`config.mk`:
```
export PLATFORM = sky130hd
export DESIGN_NAME = r4_bfly_seq_flat
export DESIGN_NICKNAME = d
export VERILOG_FILES = /design/src/rtl/r4_bfly_seq_if.sv /design/src/rtl/r4_bfly_seq.sv /design/src/flat_wrapper.sv
export SDC_FILE = /design/constraint.sdc
export NUM_CORES = 1
export LEC_CHECK = 0
export CAP_MARGIN = 15
export CORE_MARGIN = 10
export CORE_UTILIZATION = 40
export DETAILED_ROUTE_END_ITERATION = 8
export PLACE_DENSITY = 0.79
export SLEW_MARGIN = 0
export SYNTH_ARGS = -nofsm -noshare
export SYNTH_HDL_FRONTEND = slang
export SYNTH_SLANG_ARGS = --single-unit
```
`constraint.sdc`:
```
create_clock -name clk -period 3.5 [get_ports clk]
set_clock_uncertainty 0.1 [all_clocks]
set_input_delay 0.7 -clock clk [delete_from_list [all_inputs] [get_ports clk]]
set_output_delay 0.7 -clock clk [all_outputs]
set_load 0.02 [all_outputs]
```
`src/rtl/r4_bfly_seq_if.sv`:
```
// Stream/butterfly bundle for the radix-4 butterfly frame sequencer.
// master = sequencer side, slave = source/butterfly/sink side.
`timescale 1ns/1ps
interface r4_bfly_seq_if #(
   parameter int unsigned WIDTH = 4
);
   logic             in_valid;
   logic             in_ready;
   logic [WIDTH-1:0] in_xr0, in_xr1, in_xr2, in_xr3;
   logic [WIDTH-1:0] in_xi0, in_xi1, in_xi2, in_xi3;

   logic [WIDTH-1:0] bf_xr0, bf_xr1, bf_xr2, bf_xr3;
   logic [WIDTH-1:0] bf_xi0, bf_xi1, bf_xi2, bf_xi3;
   logic             bf_c1, bf_c2, bf_c3;
   logic [WIDTH-1:0] bf_xro, bf_xio;

   logic             out_valid;
   logic             out_ready;
   logic [WIDTH-1:0] out_re, out_im;
   logic [1:0]       out_idx;
   logic             out_last;

   modport master (
      input  in_valid, in_xr0, in_xr1, in_xr2, in_xr3, in_xi0, in_xi1, in_xi2, in_xi3,
      input  bf_xro, bf_xio, out_ready,
      output in_ready,
      output bf_xr0, bf_xr1, bf_xr2, bf_xr3, bf_xi0, bf_xi1, bf_xi2, bf_xi3,
      output bf_c1, bf_c2, bf_c3,
      output out_valid, out_re, out_im, out_idx, out_last
   );

   modport slave (
      output in_valid, in_xr0, in_xr1, in_xr2, in_xr3, in_xi0, in_xi1, in_xi2, in_xi3,
      output bf_xro, bf_xio, out_ready,
      input  in_ready,
      input  bf_xr0, bf_xr1, bf_xr2, bf_xr3, bf_xi0, bf_xi1, bf_xi2, bf_xi3,
      input  bf_c1, bf_c2, bf_c3,
      input  out_valid, out_re, out_im, out_idx, out_last
   );
endinterface

```
`src/rtl/r4_bfly_seq.sv`:
```
// Frame sequencer for the radix-4 butterfly: holds one 4-point frame, steps the control schedule,
// registers each result and streams it out with backpressure. Optional R4_SEQ_PERF_EN adds frame_cnt.
`timescale 1ns/1ps
module r4_bfly_seq #(
   parameter int unsigned WIDTH = 4,
   parameter logic [11:0] SCHED = 12'hC5A
) (
   input  logic           clk,
   input  logic           rst_n,
   r4_bfly_seq_if.master  bus,
   output logic           busy
`ifdef R4_SEQ_PERF_EN
   ,
   output logic [15:0]    frame_cnt
`endif
);

   typedef enum logic {
      IDLE = 1'b0,
      RUN  = 1'b1
   } state_e;

   state_e           state_q, state_d;
   logic [1:0]       step_q, step_d;
   logic [2:0]       bf_c_q, bf_c_d;
   logic [WIDTH-1:0] in_xr [4];
   logic [WIDTH-1:0] in_xi [4];
   logic [WIDTH-1:0] bf_xr_q [4];
   logic [WIDTH-1:0] bf_xi_q [4];
   logic             out_valid_q, out_valid_d;
   logic [WIDTH-1:0] out_re_q, out_re_d;
   logic [WIDTH-1:0] out_im_q, out_im_d;
   logic [1:0]       out_idx_q, out_idx_d;
   logic             out_last_q, out_last_d;
   logic             busy_q, busy_d;

   logic             slot_free_c;
   logic             cap_c;
   logic             last_step_c;
   logic             in_ready_c;
   logic             accept_c;

   function automatic logic [2:0] sched_code(input logic [1:0] s);
      case (s)
         2'd0:    return SCHED[2:0];
         2'd1:    return SCHED[5:3];
         2'd2:    return SCHED[8:6];
         default: return SCHED[11:9];
      endcase
   endfunction

   assign in_xr[0] = bus.in_xr0;
   assign in_xr[1] = bus.in_xr1;
   assign in_xr[2] = bus.in_xr2;
   assign in_xr[3] = bus.in_xr3;
   assign in_xi[0] = bus.in_xi0;
   assign in_xi[1] = bus.in_xi1;
   assign in_xi[2] = bus.in_xi2;
   assign in_xi[3] = bus.in_xi3;

   // A result is captured whenever a frame is held and the output slot is empty or draining.
   assign slot_free_c = !out_valid_q || bus.out_ready;
   assign cap_c       = (state_q == RUN) && slot_free_c;
   assign last_step_c = (step_q == 2'd3);
   assign in_ready_c  = rst_n && ((state_q == IDLE) || (cap_c && last_step_c));
   assign accept_c    = bus.in_valid && in_ready_c;

   always_ff @(posedge clk) begin
      if (!rst_n) begin
         state_q <= IDLE;
      end else begin
         state_q <= state_d;
      end
   end

   always_comb begin
      state_d = state_q;
      case (state_q)
         IDLE:    if (accept_c) state_d = RUN;
         RUN:     if (cap_c && last_step_c && !accept_c) state_d = IDLE;
         default: state_d = IDLE;
      endcase
   end

   always_comb begin
      step_d      = step_q;
      out_valid_d = out_valid_q;
      out_re_d    = out_re_q;
      out_im_d    = out_im_q;
      out_idx_d   = out_idx_q;
      out_last_d  = out_last_q;

      // Step returns to 0 after the last step so IDLE always presents the step-0 code.
      if (accept_c) begin
         step_d = 2'd0;
      end else if (cap_c) begin
         step_d = last_step_c ? 2'd0 : step_q + 2'd1;
      end

      if (cap_c) begin
         out_valid_d = 1'b1;
         out_re_d    = bus.bf_xro;
         out_im_d    = bus.bf_xio;
         out_idx_d   = step_q;
         out_last_d  = last_step_c;
      end else if (bus.out_ready) begin
         out_valid_d = 1'b0;
      end

      bf_c_d = sched_code(step_d);
      busy_d = (state_d != IDLE) || out_valid_d;
   end

   always_ff @(posedge clk) begin
      if (!rst_n) begin
         step_q      <= 2'd0;
         bf_c_q      <= SCHED[2:0];
         out_valid_q <= 1'b0;
         out_re_q    <= '0;
         out_im_q    <= '0;
         out_idx_q   <= 2'd0;
         out_last_q  <= 1'b0;
         busy_q      <= 1'b0;
         for (int i = 0; i < 4; i++) begin
            bf_xr_q[i] <= '0;
            bf_xi_q[i] <= '0;
         end
      end else begin
         step_q      <= step_d;
         bf_c_q      <= bf_c_d;
         out_valid_q <= out_valid_d;
         out_re_q    <= out_re_d;
         out_im_q    <= out_im_d;
         out_idx_q   <= out_idx_d;
         out_last_q  <= out_last_d;
         busy_q      <= busy_d;
         if (accept_c) begin
            for (int i = 0; i < 4; i++) begin
               bf_xr_q[i] <= in_xr[i];
               bf_xi_q[i] <= in_xi[i];
            end
         end
      end
   end

`ifdef R4_SEQ_PERF_EN
   logic [15:0] frame_cnt_q;

   // Counts completed frames; wraps naturally at 16 bits.
   always_ff @(posedge clk) begin
      if (!rst_n) begin
         frame_cnt_q <= 16'd0;
      end else if (cap_c && last_step_c) begin
         frame_cnt_q <= frame_cnt_q + 16'd1;
      end
   end

   assign frame_cnt = frame_cnt_q;
`endif

   assign bus.in_ready  = in_ready_c;
   assign bus.bf_xr0    = bf_xr_q[0];
   assign bus.bf_xr1    = bf_xr_q[1];
   assign bus.bf_xr2    = bf_xr_q[2];
   assign bus.bf_xr3    = bf_xr_q[3];
   assign bus.bf_xi0    = bf_xi_q[0];
   assign bus.bf_xi1    = bf_xi_q[1];
   assign bus.bf_xi2    = bf_xi_q[2];
   assign bus.bf_xi3    = bf_xi_q[3];
   assign bus.bf_c1     = bf_c_q[2];
   assign bus.bf_c2     = bf_c_q[1];
   assign bus.bf_c3     = bf_c_q[0];
   assign bus.out_valid = out_valid_q;
   assign bus.out_re    = out_re_q;
   assign bus.out_im    = out_im_q;
   assign bus.out_idx   = out_idx_q;
   assign bus.out_last  = out_last_q;
   assign busy          = busy_q;

endmodule
```
`src/flat_wrapper.sv`:
```
// flat-port wrapper written by rule: the top's interface ports become plain ports
module r4_bfly_seq_flat 
#(
   parameter int unsigned WIDTH = 4,
   parameter logic [11:0] SCHED = 12'hC5A
)
  (clk, rst_n, busy, bus_in_valid, bus_in_xr0, bus_in_xr1, bus_in_xr2, bus_in_xr3, bus_in_xi0, bus_in_xi1, bus_in_xi2, bus_in_xi3, bus_bf_xro, bus_bf_xio, bus_out_ready, bus_in_ready, bus_bf_xr0, bus_bf_xr1, bus_bf_xr2, bus_bf_xr3, bus_bf_xi0, bus_bf_xi1, bus_bf_xi2, bus_bf_xi3, bus_bf_c1, bus_bf_c2, bus_bf_c3, bus_out_valid, bus_out_re, bus_out_im, bus_out_idx, bus_out_last);
  r4_bfly_seq_if #(.WIDTH(WIDTH)) bus_i ();
  input  logic clk;
  input  logic rst_n;
  output logic busy;
  input wire logic [$bits(bus_i.in_valid)-1:0] bus_in_valid;
  input wire logic [$bits(bus_i.in_xr0)-1:0] bus_in_xr0;
  input wire logic [$bits(bus_i.in_xr1)-1:0] bus_in_xr1;
  input wire logic [$bits(bus_i.in_xr2)-1:0] bus_in_xr2;
  input wire logic [$bits(bus_i.in_xr3)-1:0] bus_in_xr3;
  input wire logic [$bits(bus_i.in_xi0)-1:0] bus_in_xi0;
  input wire logic [$bits(bus_i.in_xi1)-1:0] bus_in_xi1;
  input wire logic [$bits(bus_i.in_xi2)-1:0] bus_in_xi2;
  input wire logic [$bits(bus_i.in_xi3)-1:0] bus_in_xi3;
  input wire logic [$bits(bus_i.bf_xro)-1:0] bus_bf_xro;
  input wire logic [$bits(bus_i.bf_xio)-1:0] bus_bf_xio;
  input wire logic [$bits(bus_i.out_ready)-1:0] bus_out_ready;
  output wire logic [$bits(bus_i.in_ready)-1:0] bus_in_ready;
  output wire logic [$bits(bus_i.bf_xr0)-1:0] bus_bf_xr0;
  output wire logic [$bits(bus_i.bf_xr1)-1:0] bus_bf_xr1;
  output wire logic [$bits(bus_i.bf_xr2)-1:0] bus_bf_xr2;
  output wire logic [$bits(bus_i.bf_xr3)-1:0] bus_bf_xr3;
  output wire logic [$bits(bus_i.bf_xi0)-1:0] bus_bf_xi0;
  output wire logic [$bits(bus_i.bf_xi1)-1:0] bus_bf_xi1;
  output wire logic [$bits(bus_i.bf_xi2)-1:0] bus_bf_xi2;
  output wire logic [$bits(bus_i.bf_xi3)-1:0] bus_bf_xi3;
  output wire logic [$bits(bus_i.bf_c1)-1:0] bus_bf_c1;
  output wire logic [$bits(bus_i.bf_c2)-1:0] bus_bf_c2;
  output wire logic [$bits(bus_i.bf_c3)-1:0] bus_bf_c3;
  output wire logic [$bits(bus_i.out_valid)-1:0] bus_out_valid;
  output wire logic [$bits(bus_i.out_re)-1:0] bus_out_re;
  output wire logic [$bits(bus_i.out_im)-1:0] bus_out_im;
  output wire logic [$bits(bus_i.out_idx)-1:0] bus_out_idx;
  output wire logic [$bits(bus_i.out_last)-1:0] bus_out_last;
  assign bus_i.in_valid = bus_in_valid;
  assign bus_i.in_xr0 = bus_in_xr0;
  assign bus_i.in_xr1 = bus_in_xr1;
  assign bus_i.in_xr2 = bus_in_xr2;
  assign bus_i.in_xr3 = bus_in_xr3;
  assign bus_i.in_xi0 = bus_in_xi0;
  assign bus_i.in_xi1 = bus_in_xi1;
  assign bus_i.in_xi2 = bus_in_xi2;
  assign bus_i.in_xi3 = bus_in_xi3;
  assign bus_i.bf_xro = bus_bf_xro;
  assign bus_i.bf_xio = bus_bf_xio;
  assign bus_i.out_ready = bus_out_ready;
  assign bus_in_ready = bus_i.in_ready;
  assign bus_bf_xr0 = bus_i.bf_xr0;
  assign bus_bf_xr1 = bus_i.bf_xr1;
  assign bus_bf_xr2 = bus_i.bf_xr2;
  assign bus_bf_xr3 = bus_i.bf_xr3;
  assign bus_bf_xi0 = bus_i.bf_xi0;
  assign bus_bf_xi1 = bus_i.bf_xi1;
  assign bus_bf_xi2 = bus_i.bf_xi2;
  assign bus_bf_xi3 = bus_i.bf_xi3;
  assign bus_bf_c1 = bus_i.bf_c1;
  assign bus_bf_c2 = bus_i.bf_c2;
  assign bus_bf_c3 = bus_i.bf_c3;
  assign bus_out_valid = bus_i.out_valid;
  assign bus_out_re = bus_i.out_re;
  assign bus_out_im = bus_i.out_im;
  assign bus_out_idx = bus_i.out_idx;
  assign bus_out_last = bus_i.out_last;
  r4_bfly_seq #(.WIDTH(WIDTH), .SCHED(SCHED)) u_core (.clk(clk), .rst_n(rst_n), .bus(bus_i), .busy(busy));
endmodule
```
==> out/qor.yml, run 1 <==
status: "finished clean"
yosys.area.top_type_share_pct: 49.61
start_kind: "input port"
yosys_warnings: 0
synth_commonest_cells: "33 x and2_1, 32 x edfxtp_1, 26 x nand2_1, 19 x dfxtp_1, 13 x a21boi_0"
hold_viol: 0
num_rows: 25
drv_slew: 0
critPathTopFamily: "buffers and inverters"
cts_buffers: 5
path_class: "in -> out"
synthCells: 155
cp.arrival_ns: 2.22
ff_latch_area_um2: 1341
power.total_mw: 1.271
grt_max_degree: 38
syn_area_um2: 1937
fillers: 378
cp_common_cell: "clkdlybuf4s50_1"
hold_path.class: "reg -> reg"
io_pins: 93
dp.cells: 310
drtAntennaViolNets: 0
wl_per_cell_um: 15.75
wl_um: 5010
yosys.area.top_type: "edfxtp_1"
synthDistinctLibCells: 27
endpoint_kind: "primary output"
synth.most_common_cell: "and2_1"
setup_tns_ns: 0
diodes: 0
power.density_nw_per_um2: 418.3
fmaxAchievable_mhz: 331.1
synth_area_per_cell_um2: 12.50
synth_area_leaders: "edfxtp_1 50%, dfxtp_1 20%, and2_1 11%, a21boi_0 5.0%, nand2_1 5.0%"
grt_pass1_vias: 1439
drive_above_1_share_pct: 6.773
rsz0062_at_grt: "false"
worst_pin_slew_ns: 0.8516
ys.flop_type: "edfxtp_1"
final-setup-viol-count: 0
cts_sinks: 51
syn-num-nets: 200
period_share_pct: 86.29
core-area_um2: 4723
port_buffers: 92
cts_resized: 0
ys_seq_area_share_pct: 69.25
viasPerCell: 4.553
fin_nets: 295
layoutNonFillerInstCount: 318
required_ns: 2.70
root_buffer: "clkbuf_8"
multi_input_area_um2: 575.6
drv_cap: 0
crit_fanout: 7
gp_congestion: 0.7903
ctsHoldBuffers: 0
grt_overflow_total: 0
ys_ff_latch: 51
antenna_found_initial: 0
hold_depth: 2
cts_tree: "yes"
leakagePower_nw: 1.127
htreeDepth: 2
peakVddDrop_mv: 0.2019
critPathSlowestCell: "clkdlybuf4s50_1"
clk_latency_ns: 0.30
path_buf_inv: 2
drt_iter0_drc: 79
ys_async_sr_fraction_pct: 0
dr.pass1.iters: 4
grt_pass1_wl_um: 7583
vias: 1448
die_w_um: 89.59
max-slew-margin-rel_pct: 43.23
cts.reportedPaths.clkPinSlew_ns: 0.09
post-cts-setup-buffers: 0
period_minus_slack_ns: 3.020
max_stage_delay_ns: 0.53
reg2regPathDepth: 4
cts_buffer_depth: 2
dp_hpwl_um: 3880
synth_edf_count: 32
gr-usage-all-layers_pct: 12.51
area_growth_pct: 56.91
drcViolationCount: 0
dieArea_um2: 8025
fp.dieH_um: 89.59
cp_cell_sequence: "clkdlybuf4s50_1 > nand2b_4 > a21o_2 > and2_1 > clkdlybuf4s50_1"
start_util_pct: 41.01
crit_cells: 5
[cells by family (layout without fill, tap and decap cells)]
kind of cell / Yosys count / in the layout / share of synthesized area [%]
DFF: 51 / 51 / 69.25
and+or+nand+nor: 69 / 69 / 19.06
adders and majority gates: 1 / 1 / 0.6459
buffers and inverters: 8 / 104 / 1.614
AOI/OAI and AO/OA: 26 / 26 / 9.431
[area by class of cell]
cell class / instances / share of cell area [%]
flip-flops and latches: 51 / 44.13
repair buffers: 94 / 30.79
multi-input cells: 96 / 18.94
well taps: 67 / 2.758
clock buffers: 5 / 2.264
clock inverters: 3 / 0.8646
inverters: 2 / 0.2470
[routing by layer]
| layer | routed length (um) | GRT usage, % | part of all wire (%) |
|---|---|---|---|
| met3 | 804 | 6.588 | 16 |
| met1 | 1956 | 14.98 | 39 |
| met5 | 0 | 0 | 0 |
| met2 | 2175 | 19.00 | 43 |
| met4 | 72 | 3.902 | 1.4 |
[cells in the final DEF, fill, tap and decap left out]
cell,n
a21boi_0,13
a21o_1,1
a21o_2,1
a21oi_1,5
a21oi_2,1
a2bb2oi_1,1
and2_1,33
and2_2,1
and3_1,1
buf_4,2
clkbuf_8,5
clkdlybuf4s50_1,92
clkinv_4,1
dfxtp_1,19
edfxtp_1,32
ha_1,1
inv_1,1
inv_2,1
inv_6,2
nand2_1,26
nand2b_1,1
nand2b_4,1
nand3_1,2
nor2_1,2
nor2b_1,1
o21ai_0,1
o21ai_4,1
o22ai_1,1
o31a_2,1
or4_1,1
[sequential cells by signal, summed over array words and instances (netlist names), 2 cells and up]
signal              count
u_core.bf_c_q           3
u_core.bf_xi_q         16
u_core.bf_xr_q         16
u_core.bus.out_idx      2
u_core.bus.out_im       4
u_core.bus.out_re       4
u_core.step_q           2
[worst min-delay path, stage by stage, from the launching register on]
cell and delay, ns:
dfxtp_1 0.32, nand2_1 0.04, a21boi_0 0.06
[per-stage QoR]
step                area, um^2  hold WS, ns  util [%]  setup slack, ns
floorplan                 1937       0.3796         -           0.4310
global placement          2944       0.3484     62.33           0.4915
detailed placement        2944       0.3560     62.33           0.4952
CTS                       3039       0.3685     64.34           0.4779
global route              3039       0.3888     64.34           0.3850
finish                    3039       0.3634     64.34           0.4799
[report_power, final]
part           total [mW]  internal, mW  switching, mW
Sequential          0.693         0.679         0.0144
Combinational       0.230         0.123          0.108
Clock               0.348         0.147          0.200
Total                1.27         0.949          0.322
[path summary, 6_finish.rpt]
check	startpoint	to	slack (ns)
max reg2reg	u_core.step_q[0]	u_core.bf_xi_q[1][2]	1.37
min	u_core.bus.out_re[1]	u_core.bus.out_re[1]	0.36
max	bus_out_ready	bus_in_ready	0.48
min reg2reg	u_core.bus.out_re[1]	u_core.bus.out_re[1]	0.36
Power figures use the tool's default switching activity.
==> run 2, diff against run 1 <==
CAP_MARGIN = 20   (was 15)
==> results of run 2 <==
Same layout as run 1: the final DEF is identical, and so are final timing and power.
